`config.mk`:
```
export PLATFORM = sky130hd
export DESIGN_NAME = axil_regfile_write_slave
export DESIGN_NICKNAME = d
export VERILOG_FILES = /design/src/rtl/axil_regfile_write_slave.sv
export SDC_FILE = /design/constraint.sdc
export NUM_CORES = 1
export LEC_CHECK = 0
export ABC_AREA = 0
export BUFFER_PORTS_ARGS = -buffer_cell sky130_fd_sc_hd__buf_2
export CELL_PAD_IN_SITES_DETAIL_PLACEMENT = 0
export CELL_PAD_IN_SITES_GLOBAL_PLACEMENT = 1
export CORE_ASPECT_RATIO = 0.9
export CORE_MARGIN = 2
export CORE_UTILIZATION = 40
export CTS_BUF_LIST = sky130_fd_sc_hd__clkbuf_2
export DETAILED_ROUTE_END_ITERATION = 16
export HOLD_SLACK_MARGIN = 0.06
export PLACE_DENSITY = 0.73
export SLEW_MARGIN = 20
export SYNTH_ARGS = -nofsm -noshare
export SYNTH_HDL_FRONTEND = slang
export SYNTH_SLANG_ARGS = --single-unit
```
`constraint.sdc`:
```
create_clock -name clk -period 7.3 [get_ports clk]
set_clock_uncertainty 0.15 [all_clocks]
set_input_delay 1.095 -clock clk [delete_from_list [all_inputs] [get_ports clk]]
set_output_delay 1.095 -clock clk [all_outputs]
set_load 0.03 [all_outputs]
```
`src/rtl/axil_regfile_write_slave.sv`:
```
// AXI4-Lite write slave: NUM_REGS-entry register file, byte-strobe merge, SLVERR outside the window.
// Commit one edge after AW and W are both held; stalls while B is back-pressured and holds both READYs low.
module axil_regfile_write_slave #(
  parameter int ADDR_WIDTH = 32,
  parameter int DATA_WIDTH = 32,
  parameter int NUM_REGS = 16,
  parameter logic [ADDR_WIDTH-1:0] BASE_ADDR = '0
) (
  input  logic                           clk,
  input  logic                           resetn,
  input  logic [ADDR_WIDTH-1:0]          AW_ADDR,
  input  logic                           AW_VALID,
  output logic                           AW_READY,
  input  logic [DATA_WIDTH-1:0]          W_DATA,
  input  logic [DATA_WIDTH/8-1:0]        W_STRB,
  input  logic                           W_VALID,
  output logic                           W_READY,
  output logic [1:0]                     B_RESP,
  output logic                           B_VALID,
  input  logic                           B_READY,
  output logic                           wr_en,
  output logic [$clog2(NUM_REGS)-1:0]    wr_index,
  output logic [DATA_WIDTH-1:0]          wr_data,
  output logic [NUM_REGS*DATA_WIDTH-1:0] reg_q
);
  localparam int STRB_W = DATA_WIDTH / 8;
  localparam int LSB    = $clog2(STRB_W);
  localparam int IDX_W  = $clog2(NUM_REGS);

  logic                  aw_full, w_full;
  logic                  aw_full_nxt, w_full_nxt;
  logic [ADDR_WIDTH-1:0] aw_addr;
  logic [DATA_WIDTH-1:0] w_data;
  logic [STRB_W-1:0]     w_strb;
  logic [DATA_WIDTH-1:0] regs [NUM_REGS];

  logic [ADDR_WIDTH-1:0] offset, word;
  logic                  in_range, commit;
  logic [IDX_W-1:0]      idx;
  logic [DATA_WIDTH-1:0] old_val, new_val;

  // Decode works on the held address, so it is stable for the whole wait for W or for B.
  always_comb begin
    offset   = aw_addr - BASE_ADDR;
    word     = offset >> LSB;
    in_range = (aw_addr >= BASE_ADDR) && (word < ADDR_WIDTH'(NUM_REGS));
    idx      = word[IDX_W-1:0];
    old_val  = regs[idx];
    new_val  = old_val;
    for (int k = 0; k < STRB_W; k++) begin
      if (w_strb[k]) new_val[k*8 +: 8] = w_data[k*8 +: 8];
    end
  end

  always_comb begin
    commit      = aw_full && w_full && (!B_VALID || B_READY);
    aw_full_nxt = aw_full;
    w_full_nxt  = w_full;
    if (commit) begin
      aw_full_nxt = 1'b0;
      w_full_nxt  = 1'b0;
    end else begin
      if (AW_VALID && AW_READY) aw_full_nxt = 1'b1;
      if (W_VALID && W_READY)   w_full_nxt  = 1'b1;
    end
  end

  always_ff @(posedge clk or negedge resetn) begin
    if (!resetn) begin
      aw_full  <= 1'b0;
      w_full   <= 1'b0;
      AW_READY <= 1'b0;
      W_READY  <= 1'b0;
      aw_addr  <= '0;
      w_data   <= '0;
      w_strb   <= '0;
      B_VALID  <= 1'b0;
      B_RESP   <= 2'b00;
      wr_en    <= 1'b0;
      wr_index <= '0;
      wr_data  <= '0;
      for (int i = 0; i < NUM_REGS; i++) regs[i] <= '0;
    end else begin
      aw_full  <= aw_full_nxt;
      w_full   <= w_full_nxt;
      AW_READY <= !aw_full_nxt;
      W_READY  <= !w_full_nxt;
      if (AW_VALID && AW_READY) aw_addr <= AW_ADDR;
      if (W_VALID && W_READY) begin
        w_data <= W_DATA;
        w_strb <= W_STRB;
      end
      wr_en <= 1'b0;
      if (commit) begin
        B_VALID <= 1'b1;
        B_RESP  <= in_range ? 2'b00 : 2'b10;
        if (in_range) begin
          regs[idx] <= new_val;
          wr_en     <= 1'b1;
          wr_index  <= idx;
          wr_data   <= new_val;
        end
      end else if (B_READY) begin
        B_VALID <= 1'b0;
      end
    end
  end

  for (genvar i = 0; i < NUM_REGS; i++) begin : g_flat
    assign reg_q[i*DATA_WIDTH +: DATA_WIDTH] = regs[i];
  end
endmodule

```
* Word level (Yosys, flattened, before mapping)
Index checks and enable logic that the tools add are counted.
Word-level totals: output and inout bits 554, register bits 624, word-level logic and storage cells 64, bits in latches 0, bits of input ports 73, memories 0, RAM bits 0, bits in read-only memories 0
Operators by class: shifts and indexed selects 0, reductions and logical operators 12, div/mod/pow operators 0, multiplexer cells 19, $mul 0, order comparisons 4, bitwise operators 1, add/subtract/negate cells 0, eq/ne operators 0
Operators by type and width (number):
- bitwise mux 512 bit | 1
- binary-select mux 32 bit (select 4 bit) | 1
- demux 32 bit (select 4 bit) | 1
- 2-to-1 mux 32 bit | 3
- greater-or-equal comparator 32 x 1 -> 1 bit, second input constant | 1
- 2-to-1 mux 8 bit | 4
- < comparator 30 x 5 -> 1 bit, second input constant | 1
- 2-to-1 mux 1 bit | 8
- logical AND 1 bit | 6
- greater-or-equal comparator 5 bit, second input constant | 1
- < comparator 5 x 1 -> 1 bit, second input constant | 1
- inverter 4 -> 5 bit | 1
- logical NOT 1 bit | 3
- 2-to-1 mux 2 bit | 1
- AND reduction 2 bit | 1
- nonzero test 2 bit | 1
- logical OR 1 bit | 1

* Depth between registers and ports, before layout
Gate-level depths: netlist of run 1.
word-level depth 6, gate-level depth with buffers 9, gate-level depth less buffers 6

* Least setup slack after synthesis of run 1
No wires, ideal clock.
kind input to register, start point input B_READY, end point register wr_data[17], data required time 7.025 ns, path buffers 3, setup time 0.125 ns, arrival 2.822 ns, setup slack 4.204 ns, stages on the path 8, cell sequence nand2b_1 > nand3_1 > or4_4 > clkinv_4 > buf_12 > buf_4 > buf_4 > mux2_2
On the way: word-level cells in the longest chain between the ends 3
Ends and longest elaborated chain:
- start, declared | RTL line 20 | input logic B_READY,
- logical OR 1 bit | RTL line 56 | commit = aw_full && w_full && (!B_VALID || B_READY);
- logical AND 1 bit | RTL line 56
- AND reduction 2 bit (no source line)
- end signal, assigned | RTL line 101 | wr_data <= new_val;
- end, declared | RTL line 23 | output logic [DATA_WIDTH-1:0] wr_data,
Every way passes these cells. A chain may end at the register's enable or synchronous reset.

* Worst setup path in the final report of run 1
start point register aw_addr[4], end point register regs (netlist bit reg_q[259])
On the way: word-level cells in the longest chain between the ends 6, elaborated cells between the ends (all ways) 15, classes of those cells order compare: 4; mux: 7; bitwise: 1; reduce/logical: 3
Ends and longest elaborated chain:
- start, declared | RTL line 32 | logic [ADDR_WIDTH-1:0] aw_addr;
- start signal, assigned | RTL line 74 | aw_addr <= '0;
- start signal, assigned | RTL line 88 | if (AW_VALID && AW_READY) aw_addr <= AW_ADDR;
- parallel branches: the longest is 6 deep, another holds greater-or-equal comparator 32 x 1 -> 1 bit
- end signal, assigned by index | RTL line 98 | regs[idx] <= new_val;
- end, declared | RTL line 35 | logic [DATA_WIDTH-1:0] regs [NUM_REGS];
Parallel ways; which one is timed is not known. The select of a mux whose other input is x is not followed.

==> results summary, run 1 <==
The number of buffers inserted during clock tree synthesis came out at approximately 170. The DRC violation count after routing came out at 0. For this run, the detailed router's first-pass iteration total came to 5. The maximum number of pins on one net before global-route repair is about 180. The tightest slew margin relative to the limit is 0.2071. The routed layout has just over 20000 vias. The hold violation total from the final report is 0. The via count of the first global-routing pass is approximately 21000. Of all cell types, the one taking the most synthesized area is dfrtp_1. The critical path in this run is classified as register to register. In this run, synthesis produced a sequential element count of approximately 620. The start point of the worst hold path is wr_index[2].

The max-capacitance violation count is 0. The path with the worst hold slack has its endpoint at wr_index[2]. The shortest period the worst path allows came out at roughly 4.3 ns.

Based on the critical path, the design can be clocked at up to 0.2311 GHz. STA classifies the critical path startpoint as a register. The top-level I/O count is about 630. The final-report setup violation count is 0. The clock net in this run drives a total of 621 sinks. The final instance count without filler cells came out at about 3700. The share of synthesized area in the top cell type comes to 0.5613.

The setup total negative slack came out at 0 ns. The worst setup path is captured at a register. The routed length per instance is roughly 28 um. Setup repair after global routing left no endpoint under its margin.

The die height is approximately 250 um. The die width is between 200 and 300 um. The post-placement setup slack is about 2.8 ns. The tightest min-delay check is of the register to register type. The synthesis-to-layout area growth came out at 22.15%. The effective utilization at floorplan came out at 0.4039. In the synthesized netlist the dominant register cell turns out to be dfrtp_1. The reg-to-reg critical path startpoint is aw_addr[4]. After clock tree synthesis, the repair step resized 0 gates.

The core area came out at a little under 70000 um2. The total of warnings raised by yosys came out at 0. The first routing iteration left 1130 violations. For the pin with the worst max-slew slack, the measured transition is 1.189 ns. Fill cells in the final layout number roughly 6300. For this run, asynchronously set or reset flops after synthesis account for 1.000. The number of placed instances, taps included, is between 3000 and 4000. The die area came out at slightly above 70000 um2. The fraction of layout cells with a size suffix above 1 came out at 0.4195. Data on the critical path arrives at its endpoint at 5.37 ns. The share of the clock period used by the worst path after layout is 0.5929. The worst hold path stage count came out at 2. The worst-case reg-to-reg path depth came out at 7. Dividing the detail-routed via count by the number of cells gives approximately 5.5.

The clock tree from TritonCTS is built. The run finished with clean final reports. The register-to-register path setup slack came out at approximately 3.0 ns. The worst supply voltage drop on vdd came out at roughly 0.19 mV. The post-synthesis instance area is about 28000 um2.

Port buffering added about 620 buffers. The total congestion overflow after global routing is 0. The number of pins with negative max-slew slack in the final report came out at 0.

The number of distinct standard cells referenced by the synthesized netlist is 37. The number of buffers inserted for hold repair after clock tree synthesis is 72. The remaining antenna violation count is 0. The reported leakage power is ~19 nW. The dominant cell by count in the synthesized netlist is dfrtp_1.

The total number of nets in the final design came out at 2735. The slack of the critical path came out at between 2 and 3 ns. At the end of routability-driven placement, the weighted congestion stood at approximately 0.84. Along the worst path, the maximum fanout reaches 30. The cell row count is between 90 and 100. The final HPWL from detailed placement is around 65 mm. The net count after synthesis came out at around 2000. The number of buffers on the longest clock path came out at 3.

The post-CTS setup buffer count came out at 0. The worst register-to-register path ends at reg_q[259]. By area the synthesized netlist is led by dfrtp_1 56%, mux2_1 18%, mux2i_1 6.9%, mux2_2 6.8%, mux4_2 2.6%. The initial antenna violation count is 2. For the worst setup path, the data required time is roughly 8.3 ns. Synthesis handed over a netlist of between 1500 and 2000 instances. By count the netlist is led by 621 x dfrtp_1, 439 x mux2_1, 192 x mux2i_1. The synthesized area divided by synthesized cell count is roughly 14 um2. In this run the clock root is driven by a clkbuf_2. The later pin in the worst-skew pair is clocked with a latency of around 1.3 ns.

The first global-routing pass estimated ~150 mm of wire. The H-tree depth reported by CTS came out at 4. The overall fraction of global-route tracks in use came out at 0.2842. The detailed-route wire length is 102.5 mm.

After clock tree synthesis, the clock-pin slew on the worst setup and hold paths is ~0.09 ns. The sequential-to-total area share from yosys stat came out at 0.5613. The number of flops mapped to enable cells by yosys came out at 0. The ratio of total power to cell area is approximately 270 nW/um2.
## logic make-up after synthesis
family / after synthesis / synth area share
muxes: 829 / 0.3415
DFF: 621 / 0.5613
buffers and inverters: 168 / 0.03132
and+or+nand+nor: 157 / 0.03073
AOI/OAI and AO/OA: 153 / 0.03498
other: 1 / 0.0001355
## routing by layer
layer  share of wire  vias up  wire length, um  GRT usage
met4           0.031        0             3175     0.1014
met5               0        -                0          0
met2            0.48      829            49660     0.4678
li1                -     8648                -          -
met1            0.41    10700            41860     0.3572
met3           0.076      240             7814    0.08192
## through the flow
step                      total power [mW]    util  instance area [um2]  hold slack [ns]
after floorplan                      5.624       -                27690           0.3111
after global placement               6.632  0.4594                31490           0.3172
after detailed placement             6.692  0.4596                31510           0.3131
after CTS                            9.234  0.4920                33720           0.2428
after global routing                 9.694  0.4933                33810           0.2470
final                                9.245  0.4934                33820           0.3322
## final cells by class
cell class              instances  area (um2)  share of cell area
diodes                          6       15.01           0.0004440
clock buffers                 252        1261             0.03729
clock inverters                31       222.7            0.006586
inverters                       9       38.79            0.001147
multi-input cells            1140       11440              0.3382
flip-flops and latches        621       15550              0.4598
well taps                     930        1164             0.03441
repair buffers                724        4130              0.1221
## sequential cells by signal, indices dropped and copies added (netlist names), 4 cells and up
| signal | flops |
|---|---|
| aw_addr | 30 |
| reg_q | 512 |
| w_data | 32 |
| w_strb | 4 |
| wr_data | 32 |
| wr_index | 4 |
## cells in the final DEF, fill, tap and decap left out, drive strengths merged, types with 15 or more instances in the layout
cell / n
buf: 653
dfrtp: 621
mux2: 605
clkbuf: 252
mux2i: 192
dlygate4sd3: 71
o22ai: 64
nand2: 35
nor2: 34
mux4: 32
nor3: 32
a21oi: 32
nand3: 29
clkinv: 28
o21ai: 24
a221oi: 17
a2bb2oi: 15
## how the worst max path moves through the flow
stage                  end  cells past startpoint        from
3_5_place_dp    reg_q[487]                      9     B_READY
2_1_floorplan  wr_data[17]                      8     B_READY
6_report        reg_q[259]                      7  aw_addr[4]
3_3_place_gp    reg_q[409]                      8     B_READY
5_1_grt         reg_q[259]                      7  aw_addr[4]
4_1_cts        wr_data[27]                      7  aw_addr[5]
## report_power, final
group | leakage [nW] | switching (mW) | internal, mW | total, mW
sequential | 8.51 | 0.331 | 3.64 | 3.97
clock | 1.15 | 1.48 | 1.02 | 2.50
combinational | 9.34 | 1.91 | 0.872 | 2.78
total | 19.0 | 3.72 | 5.53 | 9.25
## worst max-delay path, cell delays in order, from the launching register on
cell	delay [ns]
dfrtp_2	1.05
buf_4	0.49
nand3_2	0.75
o22ai_1	0.67
nor3_1	0.10
a21oi_1	0.58
buf_4	0.30
mux2_1	0.14
Power figures use the tool's default switching activity.
==> inputs of run 2 (changes only) <==
--- a/config.mk
+++ b/config.mk
@@ -5,17 +5,17 @@
 export SDC_FILE = /design/constraint.sdc
 export NUM_CORES = 1
 export LEC_CHECK = 0
-export ABC_AREA = 0
+export ABC_AREA = 1
 export BUFFER_PORTS_ARGS = -buffer_cell sky130_fd_sc_hd__buf_2
 export CELL_PAD_IN_SITES_DETAIL_PLACEMENT = 0
 export CELL_PAD_IN_SITES_GLOBAL_PLACEMENT = 1
 export CORE_ASPECT_RATIO = 0.9
 export CORE_MARGIN = 2
-export CORE_UTILIZATION = 40
+export CORE_UTILIZATION = 37
 export CTS_BUF_LIST = sky130_fd_sc_hd__clkbuf_2
 export DETAILED_ROUTE_END_ITERATION = 16
 export HOLD_SLACK_MARGIN = 0.06
-export PLACE_DENSITY = 0.73
+export PLACE_DENSITY = 0.78
 export SLEW_MARGIN = 20
 export SYNTH_ARGS = -nofsm -noshare
 export SYNTH_HDL_FRONTEND = slang
==> constraint.sdc (replaced) <==
create_clock -name clk -period 3.5 [get_ports clk]
set_clock_uncertainty 0.15 [all_clocks]
set_input_delay 0.525 -clock clk [delete_from_list [all_inputs] [get_ports clk]]
set_output_delay 0.525 -clock clk [all_outputs]
set_load 0.03 [all_outputs]
==> results summary, run 2 <==
Run status: finished, final reports clean (unchanged). The number of distinct standard cells referenced by the synthesized netlist came to 20 (was 37). The final HPWL from detailed placement is 94.60 mm (was 64.86 mm).

The port buffer count came out at 623 (unchanged). The overall fraction of global-route tracks in use is 0.3536 (was 0.2842). The net count after synthesis came out at 4208 (was 2002). The number of fill cells in the layout was 8003 (was 6285). The number of clock sinks came out at 621 (unchanged). The ratio of routed vias to standard cells came out at 5.379 (was 5.498). The total number of nets in the final design is 5117 (was 2735). The startpoint class of the critical path is a register (unchanged). The routed length per instance is 24.22 um (was 27.61 um). The length of the first detailed-routing pass in iterations came out at 6 (was 5). The net switching power is 9.682 mW (was 3.719 mW). The hold violation total from the final report is 0 (unchanged). The global placer's final weighted congestion came to 0.8903 (was 0.8379).

The tightest slew margin relative to the limit was 0.3442 (was 0.2071). The total congestion overflow after global routing is 0 (unchanged). The largest area contributor in the netlist is dfrtp_1 (unchanged). The final instance count without filler cells is 6214 (was 3713). The post-detailed-placement cell area came out at 34610 um2 (was 31510 um2). The initial antenna violation count is 5 (was 2).

The number of flops mapped to enable cells by yosys is 0 (unchanged). The final-report setup violation count came out at 0 (unchanged). The maximum number of pins on one net before global-route repair is 102 (was 181).

The cell at the root of the clock tree is clkbuf_2 (unchanged). The worst supply voltage drop on vdd came out at 0.5601 mV (was 0.1867 mV). Most instantiated cells after synthesis: 2275 x nand2_1, 626 x nand3_1, 621 x dfrtp_1 (was 621 x dfrtp_1, 439 x mux2_1, 192 x mux2i_1). The remaining antenna violation count came out at 0 (unchanged). The via count of the first global-routing pass was 31850 (was 21130). The max-capacitance violation count came out at 0 (unchanged). The nature of the critical path endpoint is a register (unchanged). The critical path's top delay family is buffers and inverters (was compound AO/OA/AOI/OAI gates). The DRC violation count after routing is 0 (unchanged).

The required arrival time at the worst endpoint came to 4.73 ns (was 8.34 ns). The dominant cell by count in the synthesized netlist is nand2_1 (was dfrtp_1). The combinational share of power came to 0.367 (was 0.301). The number of buffers and inverters on the critical path came out at 4 (was 2).

The worst hold-check slack is 0.2840 ns (was 0.3322 ns). The switching part of the total came to 0.4570 (was 0.4022). The reg-to-reg critical path startpoint is W_READY (was aw_addr[4]). The H-tree depth reported by CTS was 4 (unchanged).

The register-to-register path setup slack came to 0.33 ns (was 2.97 ns). The fraction of layout cells with a size suffix above 1 came out at 0.2144 (was 0.4195). The fraction of synthesized cell area taken by the top area cell type is 0.5187 (was 0.5613). Setup repair after global routing missed its margin: no (unchanged). The number of buffers on the longest clock path is 3 (unchanged). The slew of the pin with the lowest slew margin came to 0.9838 ns (was 1.189 ns). The multi-input gate area in the final layout came out at 13120 um2 (was 11440 um2). The top-level I/O count came to 627 (unchanged). The most common library cell in the layout ignoring fill and taps is nand2_1 (was buf_2).

The total length of routed met3 wires came out at 15.29 mm (was 7.814 mm). The shortest period the worst path allows is 3.166 ns (was 4.328 ns). The reported leakage power is 23.19 nW (was 19.01 nW).

The peak fanout along the critical path came out at 26 (was 30). The share of power burned in the clock network came to 0.260 (was 0.270). The number of gates given a new drive strength after cts is 0 (unchanged). Top post-synthesis cells by area: dfrtp_1 52%, nand2_1 29%, nand3_1 10%, clkbuf_1 2.1%, nor2_1 1.6% (was dfrtp_1 56%, mux2_1 18%, mux2i_1 6.9%, mux2_2 6.8%, mux4_2 2.6%). The power share of the sequential group is 0.373 (was 0.429). The core area is 79820 um2 (was 68540 um2). The synthesized area divided by synthesized cell count came out at 7.246 um2 (was 14.35 um2). The most frequently used flop master after synthesis is dfrtp_1 (unchanged).

The highest cell delay on the worst timing path is 0.59 ns (was 1.05 ns). The clock network latency to the later pin of the worst-skew pair is 1.48 ns (was 1.32 ns). The internal power of the cells is 11.51 mW (was 5.526 mW). The cell row count came out at 98 (was 91). The number of flip-flops under the largest register name came to 512 (unchanged).

The DRC violation total after the first TritonRoute iteration is 3747 (was 1130). The count of vias placed by the detailed router came to 33430 (was 20410). The detailed-route wire length is 150.5 mm (was 102.5 mm).

The share of the clock period used by the worst path after layout is 0.9045 (was 0.5929). The highest clock rate came out at 0.3159 GHz (was 0.2311 GHz). The footprint of the flip-flops and latches is 15550 um2 (about the same).

The post-synthesis cell count is 4135 (was 1929). The instance count on the critical path came to 7 (unchanged). The number of pins with negative max-slew slack in the final report came out at 0 (unchanged). The highest metal layer with signal wires is met4 (unchanged). The cell with the largest stage delay on the worst path is dlygate4sd3_1 (was dfrtp_2). The effective utilization at floorplan came out at 0.3753 (was 0.4039).

The post-synthesis instance area is 29960 um2 (was 27690 um2). The number of buffers inserted during clock tree synthesis came out at 170 (was 166). The capture point of the worst path was w_data[12] (was reg_q[259]). The die width is 304.0 um (was 281.3 um). Most frequent cells in the layout: 2275 x nand2_1, 622 x buf_2, 619 x dfrtp_1 (was 622 x buf_2, 617 x dfrtp_1, 439 x mux2_1). The instance count after placement with tap cells included came out at 5654 (was 3352). The ratio of total power to cell area came out at 545.5 nW/um2 (was 273.4 nW/um2). The endpoint of the worst register-to-register path is w_data[12] (was reg_q[259]). The global-route wire length before repair was 217.1 mm (was 146.3 mm). The total of warnings raised by yosys was 0 (unchanged). The summed area of non-filler cells in the final layout is 38840 um2 (was 33820 um2). The flip-flop and latch count after synthesis came out at 621 (unchanged).

The worst setup path startpoint is W_READY (was aw_addr[4]). The die height was 274.0 um (was 253.6 um). The class of the tightest hold or removal check is input pin to register (was register to register). The routed length on met2 is 66.31 mm (was 49.66 mm). The total routed wire length on the met1 layer is 61.37 mm (was 41.86 mm). Cell chain of the critical path: nand2_1, inv_2, buf_4, nand2_1, dlygate4sd3_1, o21ai_0, dlygate4sd3_1 (was buf_4, nand3_2, o22ai_1, nor3_1, a21oi_1, buf_4, mux2_1). The kind of critical path is register to register (unchanged).

The worst-case reg-to-reg path depth came to 7 (unchanged). The sequential-to-total area share from yosys stat came out at 0.5187 (was 0.5613). The clock transition at the register clock pins on the worst setup and hold paths after CTS was 0.10 ns (was 0.09 ns).

The clock tree from TritonCTS was built (unchanged). The die area was 83270 um2 (was 71340 um2). The data arrival time of the critical path came out at 4.40 ns (was 5.37 ns).

The synthesis-to-layout area growth was 29.63% (was 22.15%). The async set-or-reset flop fraction in the synthesized netlist came out at 1.000 (unchanged). The setup total negative slack is 0 ns (unchanged).
-- run 2: cell types whose count changed in the layout (fill, tap and decap cells not counted), moves of 47 or more --
cell | before | now
inv_1 | 5 | 57
mux2i_1 | 192 | 0
mux2_1 | 439 | 0
dlygate4sd3_1 | 71 | 267
o21ai_0 | 13 | 60
buf_4 | 24 | 109
nor2_1 | 34 | 113
mux2_2 | 166 | 0
nand3_1 | 16 | 609
nand2_1 | 35 | 2275
o22ai_1 | 64 | 0
-- run 2: stage by stage --
| stage | power [mW] | setup slack [ns] | util |
|---|---|---|---|
| final | 21.19 | 0.3342 | 0.4866 |
| after floorplan | 11.69 | 1.503 | - |
| after detailed placement | 14.64 | 0.6529 | 0.4336 |
| after global routing | 21.96 | 0.1753 | 0.4865 |
| after global placement | 14.66 | 0.7157 | 0.4336 |
| after CTS | 20.89 | 0.4969 | 0.4864 |
-- run 2: worst min-delay path: cells and delay by family --
kind	cells	cell delay [ns]
AOI/OAI and AO/OA	1	0.08
buffers and inverters	3	1.15
and+or+nand+nor	1	0.08
-- run 2: power groups by stage --
stage,clock [mW],sequential (mW),combinational [mW]
global placement,0,8.01,6.65
detailed placement,0,8.02,6.63
floorplan,0,7.84,3.85
finish,5.51,7.90,7.77
CTS,5.56,7.88,7.45
global route,5.95,7.94,8.07
-- run 2: what timing repair did --
item | in CTS | in global routing
endpoints found under the hold margin | 761 | 0
hold buffers | 268 | 0
setup buffers | 0 | 0
-- run 2: logic make-up (layout without fill, tap and decap cells) --
family / count (synthesis) / count (layout) / synth area share
other: 1 / 7 / 0.0001252
AO/OA/AOI/OAI: 93 / 93 / 0.01566
flip-flops: 621 / 621 / 0.5187
AND/OR/NAND/NOR: 3070 / 3070 / 0.4141
buffers and inverters: 350 / 1373 / 0.05149
-- run 2: area by class of cell --
| type | instances | share of cell area |
|---|---|---|
| flip-flops and latches | 621 | 0.4003 |
| diodes | 6 | 0.0003866 |
| clock inverters | 31 | 0.006121 |
| well taps | 1050 | 0.03383 |
| multi-input cells | 3164 | 0.3378 |
| clock buffers | 255 | 0.03286 |
| repair buffers | 1021 | 0.1820 |
| inverters | 66 | 0.006701 |
-- run 2: worst min-delay path by stage --
| stage | cells after the start | end | slack [ns] | startpoint |
|---|---|---|---|---|
| floorplan | 0 | AW_READY | 0.08 | resetn |
| global placement | 2 | wr_data[26] | 0.31 | wr_data[26] |
| detailed placement | 2 | wr_data[11] | 0.31 | wr_data[11] |
| CTS | 5 | AW_READY | 0.12 | AW_VALID |
| global route | 5 | w_data[11] | 0.25 | W_DATA[11] |
| finish | 5 | w_data[11] | 0.28 | W_DATA[11] |
-- run 2: metal layers --
metal  GRT usage  vias up
li1            -    14860
met2      0.5343     1984
met3     0.08610      372
met1      0.4725    16210
met5           0        -
met4      0.1832        0
